### src/rtl/wb_scoreboard.sv
// Issue-side register scoreboard for the dual-issue pipeline: tracks per-register
// in-flight write counts and derives per-slot issue permission.
module wb_scoreboard #(
  parameter int unsigned NUM_REGS = 32,
  parameter int unsigned ADDR_W   = 5,
  parameter int unsigned CNT_W    = 2,
  parameter int unsigned TOT_W    = 7
) (
  input  logic                clk_i,
  input  logic                rst_i,
  input  logic                valid0_i,
  input  logic                valid1_i,
  input  logic [ADDR_W-1:0]   rs1_0_i,
  input  logic [ADDR_W-1:0]   rs2_0_i,
  input  logic [ADDR_W-1:0]   rs1_1_i,
  input  logic [ADDR_W-1:0]   rs2_1_i,
  input  logic [1:0]          rs_use0_i,
  input  logic [1:0]          rs_use1_i,
  input  logic [ADDR_W-1:0]   rd0_i,
  input  logic [ADDR_W-1:0]   rd1_i,
  input  logic                rdwe0_i,
  input  logic                rdwe1_i,
  input  logic                fire0_i,
  input  logic                fire1_i,
  input  logic                rfwe1_i,
  input  logic                rfwe2_i,
  input  logic [ADDR_W-1:0]   rfwaddr1_i,
  input  logic [ADDR_W-1:0]   rfwaddr2_i,
  input  logic                flush_i,
  output logic                issue_ok0_o,
  output logic                issue_ok1_o,
  output logic [NUM_REGS-1:0] busy_vec_o,
  output logic [TOT_W-1:0]    inflight_o,
  output logic                idle_o,
  output logic                err_o
);

  localparam int unsigned MaxCnt = (1 << CNT_W) - 1;
  // Wide enough for cnt + two increments before the decrements are taken off.
  localparam int unsigned SumW   = CNT_W + 2;

  logic [CNT_W-1:0]    cnt_q [NUM_REGS];
  logic [CNT_W-1:0]    cnt_d [NUM_REGS];
  logic [TOT_W-1:0]    inflight_q, inflight_d;
  logic                err_q, err_d;
  logic [NUM_REGS-1:0] busy;

  logic              src_busy0, src_busy1, raw1;
  logic              rd0_live, rd1_live;
  logic              cap0, cap1;
  logic [CNT_W:0]    rd1_load;
  logic              inc0, inc1, dec1, dec2;
  logic [SumW-1:0]   up, dn;

  always_comb begin
    busy = '0;
    for (int unsigned r = 1; r < NUM_REGS; r++) begin
      busy[r] = (cnt_q[r] != '0);
    end
  end

  // Readiness looks only at registered counts; a same-cycle writeback does not bypass.
  always_comb begin
    src_busy0 = (rs_use0_i[0] && rs1_0_i != '0 && busy[rs1_0_i]) ||
                (rs_use0_i[1] && rs2_0_i != '0 && busy[rs2_0_i]);
    src_busy1 = (rs_use1_i[0] && rs1_1_i != '0 && busy[rs1_1_i]) ||
                (rs_use1_i[1] && rs2_1_i != '0 && busy[rs2_1_i]);
    rd0_live  = rdwe0_i && (rd0_i != '0);
    rd1_live  = rdwe1_i && (rd1_i != '0);
    raw1      = rd0_live && ((rs_use1_i[0] && rs1_1_i == rd0_i) ||
                             (rs_use1_i[1] && rs2_1_i == rd0_i));
    cap0      = !rd0_live || (cnt_q[rd0_i] < CNT_W'(MaxCnt));
    rd1_load  = {1'b0, cnt_q[rd1_i]} + (CNT_W+1)'(rd0_live && rd0_i == rd1_i);
    cap1      = !rd1_live || (rd1_load < (CNT_W+1)'(MaxCnt));

    issue_ok0_o = valid0_i && !src_busy0 && cap0;
    issue_ok1_o = valid1_i && issue_ok0_o && !src_busy1 && !raw1 && cap1;

    inc0 = fire0_i && issue_ok0_o && rd0_live;
    inc1 = fire0_i && fire1_i && issue_ok1_o && rd1_live;
    dec1 = rfwe1_i && (rfwaddr1_i != '0);
    dec2 = rfwe2_i && (rfwaddr2_i != '0);
  end

  always_comb begin
    err_d      = err_q;
    inflight_d = '0;
    up         = '0;
    dn         = '0;
    cnt_d[0]   = '0;
    for (int unsigned r = 1; r < NUM_REGS; r++) begin
      up = SumW'(cnt_q[r]) + SumW'(inc0 && rd0_i == ADDR_W'(r))
                           + SumW'(inc1 && rd1_i == ADDR_W'(r));
      dn = SumW'(dec1 && rfwaddr1_i == ADDR_W'(r))
         + SumW'(dec2 && rfwaddr2_i == ADDR_W'(r));
      if (dn > up) begin
        cnt_d[r] = '0;
        err_d    = 1'b1;
      end else begin
        cnt_d[r] = CNT_W'(up - dn);
      end
      if (flush_i) begin
        cnt_d[r] = '0;
      end
      inflight_d = inflight_d + TOT_W'(cnt_d[r]);
    end
  end

  always_ff @(posedge clk_i) begin
    if (rst_i) begin
      for (int unsigned r = 0; r < NUM_REGS; r++) begin
        cnt_q[r] <= '0;
      end
      inflight_q <= '0;
      err_q      <= 1'b0;
    end else begin
      for (int unsigned r = 0; r < NUM_REGS; r++) begin
        cnt_q[r] <= cnt_d[r];
      end
      inflight_q <= inflight_d;
      err_q      <= err_d;
    end
  end

  assign busy_vec_o = busy;
  assign inflight_o = inflight_q;
  assign idle_o     = (inflight_q == '0);
  assign err_o      = err_q;

endmodule

### config.mk
export PLATFORM = sky130hd
export DESIGN_NAME = wb_scoreboard
export DESIGN_NICKNAME = d
export VERILOG_FILES = /design/src/rtl/wb_scoreboard.sv
export SDC_FILE = /design/constraint.sdc
export NUM_CORES = 1
export LEC_CHECK = 0
export BUFFER_PORTS_ARGS = -buffer_cell sky130_fd_sc_hd__buf_2
export CELL_PAD_IN_SITES_DETAIL_PLACEMENT = 1
export CELL_PAD_IN_SITES_GLOBAL_PLACEMENT = 1
export CORE_MARGIN = 1.5
export CORE_UTILIZATION = 51
export DETAILED_ROUTE_END_ITERATION = 8
export GPL_ROUTABILITY_DRIVEN = 0
export HOLD_SLACK_MARGIN = 0.02
export PLACE_DENSITY_LB_ADDON = 0.1
export SETUP_SLACK_MARGIN = 0.02
export SKIP_LAST_GASP = 1
export SYNTH_ARGS = -nofsm -noshare
export SYNTH_HDL_FRONTEND = slang
export SYNTH_SLANG_ARGS = --single-unit
### constraint.sdc
create_clock -name clk_i -period 32.4 [get_ports clk_i]
set_input_delay 4.86 -clock clk_i [delete_from_list [all_inputs] [get_ports clk_i]]
set_output_delay 4.86 -clock clk_i [all_outputs]
set_load 0.1 [all_outputs]
== Word level (Yosys, flattened, before mapping) ==
Memories as Yosys holds them, arrays and structs flattened.
Index checks and enable logic that the tools add are counted.

* Logic and storage cells: 692
* Bits in writable memories: 64
* Output and inout bits: 43
* Memories: 1
* Register bits after elaboration: 8
* Input bits: 55

{| class="wikitable"
|+ Memories
! memory !! depth !! width !! rd ports !! clocked after Yosys merged registers in !! wr ports !! line !! RTL
|-
| cnt_q || 32 || 2 || 33 || 0 || 32 || 42 || <nowiki>logic [CNT_W-1:0] cnt_q [NUM_REGS];</nowiki>
|}

* Eq/ne operators: 127
* Muxes and demuxes: 136
* Add/sub/neg operators: 155
* Order comparisons: 37
* Bitwise logic cells: 32
* Reduce and logical (&&, ||, !) cells: 202

{| class="wikitable"
|+ Operator list
! kind !! count
|-
| $eq A5 B5 Y1 const B || 64
|-
| $mux W2 || 94
|-
| $add A7 B2 Y7 || 25
|-
| $eq A5 B4 Y1 const B || 32
|-
| $logic_and A1 B1 Y1 || 151
|-
| $add A3 B1 Y4 || 31
|-
| $gt A2 B4 Y1 || 31
|-
| $add A2 B1 Y3 || 32
|-
| $eq A5 B3 Y1 const B || 16
|-
| $add A1 B1 Y2 || 31
|-
| $reduce_bool A2 Y1 || 31
|-
| $sub A2 B2 Y2 || 31
|-
| $eq A5 B2 Y1 const B || 8
|-
| $reduce_bool A5 Y1 || 8
|-
| $mux W1 || 38
|-
| $or A1 B1 Y1 || 32
|-
| $reduce_bool A31 Y1 || 1
|-
| $lt A5 B6 Y1 const B || 4
|-
| $bmux W1 S5 || 4
|-
| $eq A5 B1 Y1 const B || 4
|-
| $eq A5 B5 Y1 || 3
|-
| $add A6 B2 Y7 || 1
|-
| $logic_not A7 Y1 || 1
|-
| $add A5 B2 Y6 || 1
|-
| 7 further kinds || 15
|}

== Longest topological paths before layout ==
An unclocked memory read counts as a cell.

* Word-level depth: 50
* Mapped depth: 44
* Mapped depth without buffers: 41

== Least setup slack after synthesis ==
No wires, ideal clock.

* Kind: input-to-output
* From: input port rd1_i[0]
* To: output port issue_ok1_o
* Arrival time: 11.391 ns
* Stages: 14
* Path slack: 16.149 ns
* Buffers on the path: 3
* Data required time: 27.540 ns
* Path through: clkbuf_1 -> clkbuf_1 -> mux4_2 -> mux4_2 -> nor2_1 -> a31oi_1 -> ha_1 -> ha_1 -> a21o_1 -> nand3_1 -> nand2_1 -> nor4b_1 -> buf_2 -> nor4b_1

* Cells in the longest elaborated chain, start to end: 6
* Elaborated cells between the ends (all ways): 10
* Those cells by class: add/sub (1); order compare (1); eq/ne (1); reduce/logical (6); memory (1)

{| class="wikitable"
|+ RTL lines
! element !! line !! RTL
|-
| start, declared || 20 || <nowiki>input logic [ADDR_W-1:0] rd1_i,</nowiki>
|-
| branches (longest 4 deep; another with $add A2 B1 Y3) || - ||
|-
| $logic_or A1 B1 Y1 (*) || 74 || <nowiki>cap1 = !rd1_live || (rd1_load < (CNT_W+1)'(MaxCnt));</nowiki>
|-
| $logic_and A1 B1 Y1 (*) || 77 || <nowiki>issue_ok1_o = valid1_i && issue_ok0_o && !src_busy1 && !raw1 && cap1;</nowiki>
|-
| end, declared || 31 || <nowiki>output logic issue_ok1_o,</nowiki>
|}

Every way passes the cells marked *.

== Worst setup path after layout ==
* From: input port rd1_i[0]
* To: register inflight_q[5], in the netlist inflight_o[5]

* Cells in the longest elaborated chain, start to end: 43
* Elaborated cells between the ends (all ways): 259
* Those cells by class: add/sub (93); order compare (32); eq/ne (32); mux (62); reduce/logical (39); memory (1)

{| class="wikitable"
|+ RTL lines
! element !! line !! RTL
|-
| branches (longest 42 deep; another with $add A3 B1 Y4) || - ||
|-
| $add A7 B2 Y7 (*) || 105 || <nowiki>inflight_d = inflight_d + TOT_W'(cnt_d[r]);</nowiki>
|-
| end signal, assigned || 120 || <nowiki>inflight_q <= inflight_d;</nowiki>
|-
| end, declared || 44 || <nowiki>logic [TOT_W-1:0] inflight_q, inflight_d;</nowiki>
|}

Marked as above.
A chain may end at the register's enable or synchronous reset.

==> summary.md <==
| Metric | Value |
|---|---|
| Outcome | finished clean |
| Comb pwr share | 30.3% |
| Ranking of synthesized cells by area | ha_1 17%, fa_1 15%, dfxtp_1 12% |
| Global-route usage over all layers | 39.1% |
| Top cell by count, worst path | fa_1 |
| DRT Pass-1 Iters | 5 |
| ANT cells | 0 |
| Die area | 24,500 um^2 |
| Register area share after synthesis | 11.7% |
| Util after Layout | 56.5% |
| Tcrit/Tclk final | 47.1% |
| Final Hold Viols | 0 |
| Register share of total power | 31.6% |
| Cts repair resizes | 0 |
| Switching share of power | 39.3% |
| Final ANT Viol Nets | 0 |
| Layout cells sized above 1 | 11.3% |
| Clk network pwr share | 38.1% |
| P_leak | 6.05 nW |
| Final wirelength | 46,400 um |
| Number of global-route vias before repair | 12,299 |
| TritonCTS clock tree | done |
| Synthesized area per cell | 7.88 um^2 |
| Post-synthesis cell count | 1,523 |
| RSZ-0062 raised after global routing | false |
| HP Class | reg2reg |
| Req. time, crit path | 32.61 ns |
| Peak supply drop | 0.0000241 V |
| Met2 Use GR | 64.5% |
| Core box area | 22,800 um^2 |
| Antenna violations before repair | 1 |
| IO Port Bufs | 96 |
| Number of synthesized flops with an enable pin | 0 |
| Final min period | 15.25 ns |
| Most Crowded Layer GR | met2 |
| First DRT Iteration DRCs | 1,177 |
| Sw power | 0.000110 W |
| Crit Path Category | in2reg |
| Total global routing overflow | 0 |
| Yosys cell types | 61 |
| FFs w/ async S/R, synth | 0% |
| CP max stage delay | 0.58 ns |
| Slowest CP cell | mux4_2 |
| Most common cell after layout, fill and taps aside | inv_1 |
| Slew of the pin with the lowest slew margin | 1.03 ns |
| CTS Buffer Depth | 2 |
| CP Launch Type | input port |
| Die width | 156 um |
| GR Layer Usage met1 | 50.9% |
| Post-Syn Area | 12,000 um^2 |
| Fill count | 2,890 |
| Critical path arrival | 15.45 ns |
| Slew Viols, Final | 0 |
| Ys Warns | 0 |
| Global-route wire length before repair | 71,600 um |
| Mapped Nets | 1,833 |
| Post-CTS Setup Bufs | 0 |
| Multi-input logic area | 9320 um^2 |
| H-tree depth | 3 |
| Vias per cell | 6.30 |
| Crit end category | flip-flop |
| Clock Tree Root | clkbuf_16 |
| Vias post-DR | 11,780 |
| Max capacitance violation total | 0 |
| F_max | 65.6 MHz |
| Initial Util | 52.5% |
| Die height | 156 um |
| IO Pins | 98 |
| Clock Pin Slew Worst Setup and Hold Paths | 0.07 ns |
| Hold buffer count at cts | 0 |
| Post-synth top area share | 17.4% |
| DP HPWL | 37,700 um |
| Nets@finish | 1,862 |
| Final setup skew | 0.0110 ns |
| CTS buffer count | 9 |
| TNS Setup | 0 ns |
| Synth area leader | ha_1 |
| Row cnt | 55 |
| Final setup viols | 0 |
| Top FF cell, synth | dfxtp_1 |
| Crit Path Max Fanout | 32 |
| Pwr/cell area | 21.7 nW/um^2 |
| CP top delay family | adder cells |
| Met3 Resource Use GR | 5.51% |
| Internal | 0.000170 W |
| Largest net degree at the start of global routing | 73 |
| Remaining routing DRC violations | 0 |
| Crit path buf inv count | 9 |
| Flops & latches, synth | 70 |
| Slew margin rel. | 31.1% |
| Post-DR wirelength/cell | 24.8 um |
| Register area | 1400 um^2 |
| Area grow syn2layout | 7.54% |
| Sink Count | 70 |
| Worst skew pair latency | 0.36 ns |
| Commonest cells after routing, fill and taps aside | 247 x inv_1, 197 x nor2_1, 167 x ha_1, 96 x buf_2, 88 x fa_1 |
-- power groups by stage --
| stage | registers, W | logic, W | clock network, W |
|---|---|---|---|
| CTS | 0.0000884 | 0.0000837 | 0.000105 |
| global placement | 0.0000903 | 0.0000809 | 0 |
| global route | 0.0000885 | 0.0000905 | 0.000109 |
| detailed placement | 0.0000903 | 0.0000832 | 0 |
| finish | 0.0000885 | 0.0000850 | 0.000107 |
| floorplan | 0.0000954 | 0.0000541 | 0 |
-- flip-flops by register name (all words and copies together), names as in the netlist --
| signal | flops |
|---|---|
| cnt_q | 62 |
| inflight_o | 7 |
| err_o | 1 |
-- cell usage after synthesis (5+ instances only) --
cell      number
inv_1        247
nor2_1       197
ha_1         167
fa_1          88
nand2_1       86
dfxtp_1       70
clkbuf_1      62
nor3_1        60
a21oi_1       58
nand3_1       52
nor4_1        51
xor2_1        42
mux4_2        37
or3_1         32
or4_1         27
a211oi_1      23
mux2i_1       21
o21ai_0       21
nand2b_1      17
nor2b_1       16
buf_2         15
nand4_1       14
a22oi_1       10
nor3b_1       10
o211ai_1      10
buf_1          9
xnor2_1        8
or2_2          7
a21o_1         6
a31oi_1        5
nor4b_1        5
-- routing by layer --
metal,up-vias,wire (um)
li1,5220,-
met1,5824,19100
met2,597,21700
met3,139,3390
met4,0,2180
met5,-,0
-- cells by family after synthesis --
family / after synthesis / share of synthesized area, %
xor gates and xnor gates: 50 / 3.65
AOI/OAI and AO/OA: 155 / 8.20
adders and majority gates: 255 / 32.1
buffers and inverters: 337 / 10.8
and+or+nand+nor: 594 / 24.6
muxes: 61 / 8.98
other: 1 / 0.0313
DFF: 70 / 11.7
-- worst reg2reg max path, delay by kind of cell, from the launching register on --
| kind | cells | cell delay (ns) |
|---|---|---|
| adders and majority gates | 14 | 5.70 |
| xor gates and xnor gates | 1 | 0.16 |
| AOI/OAI and AO/OA | 6 | 0.84 |
| buffers and inverters | 8 | 0.81 |
| muxes | 2 | 1.03 |
| and+or+nand+nor | 8 | 1.48 |
| DFF | 1 | 0.43 |
-- final timing paths --
check,cells past startpoint,endpoint,slack (ns),from
setup reg to reg,39,inflight_o[5]$_SDFF_PP0_,21.81,cnt_q[19][0]$_SDFF_PP0_
hold reg to reg,3,err_o$_SDFFE_PP0P_,0.84,err_o$_SDFFE_PP0P_
setup / recovery,40,inflight_o[5]$_SDFF_PP0_,17.15,rd1_i[0]
hold / removal,3,err_o$_SDFFE_PP0P_,0.84,err_o$_SDFFE_PP0P_
-- through the flow --
| stage | setup slack, ns | std cells | total power, W | hold slack, ns | area, um^2 |
|---|---|---|---|---|---|
| finish | 17.15 | 1870 | 0.000280 | 0.842 | 12900 |
| global route | 16.68 | 1870 | 0.000288 | 0.875 | 12900 |
| CTS | 17.14 | 1870 | 0.000277 | 0.797 | 12900 |
| detailed placement | 16.82 | 1854 | 0.000174 | 0.766 | 12600 |
| global placement | 17.05 | 1854 | 0.000171 | 0.782 | 12600 |
| floorplan | 16.15 | 1523 | 0.000150 | 0.723 | 12000 |
-- area by class of cell --
type                            instances  area share (%)
Sequential cell                        70            10.9
Clock inverter                          7           0.582
Clock buffer                            9            1.75
Inverter                              249            7.24
Multi-Input combinational cell       1116            72.2
Timing Repair Buffer                  106            4.31
Tap cell                              313            3.04
Note: power is estimated with default switching activity, not from simulation.
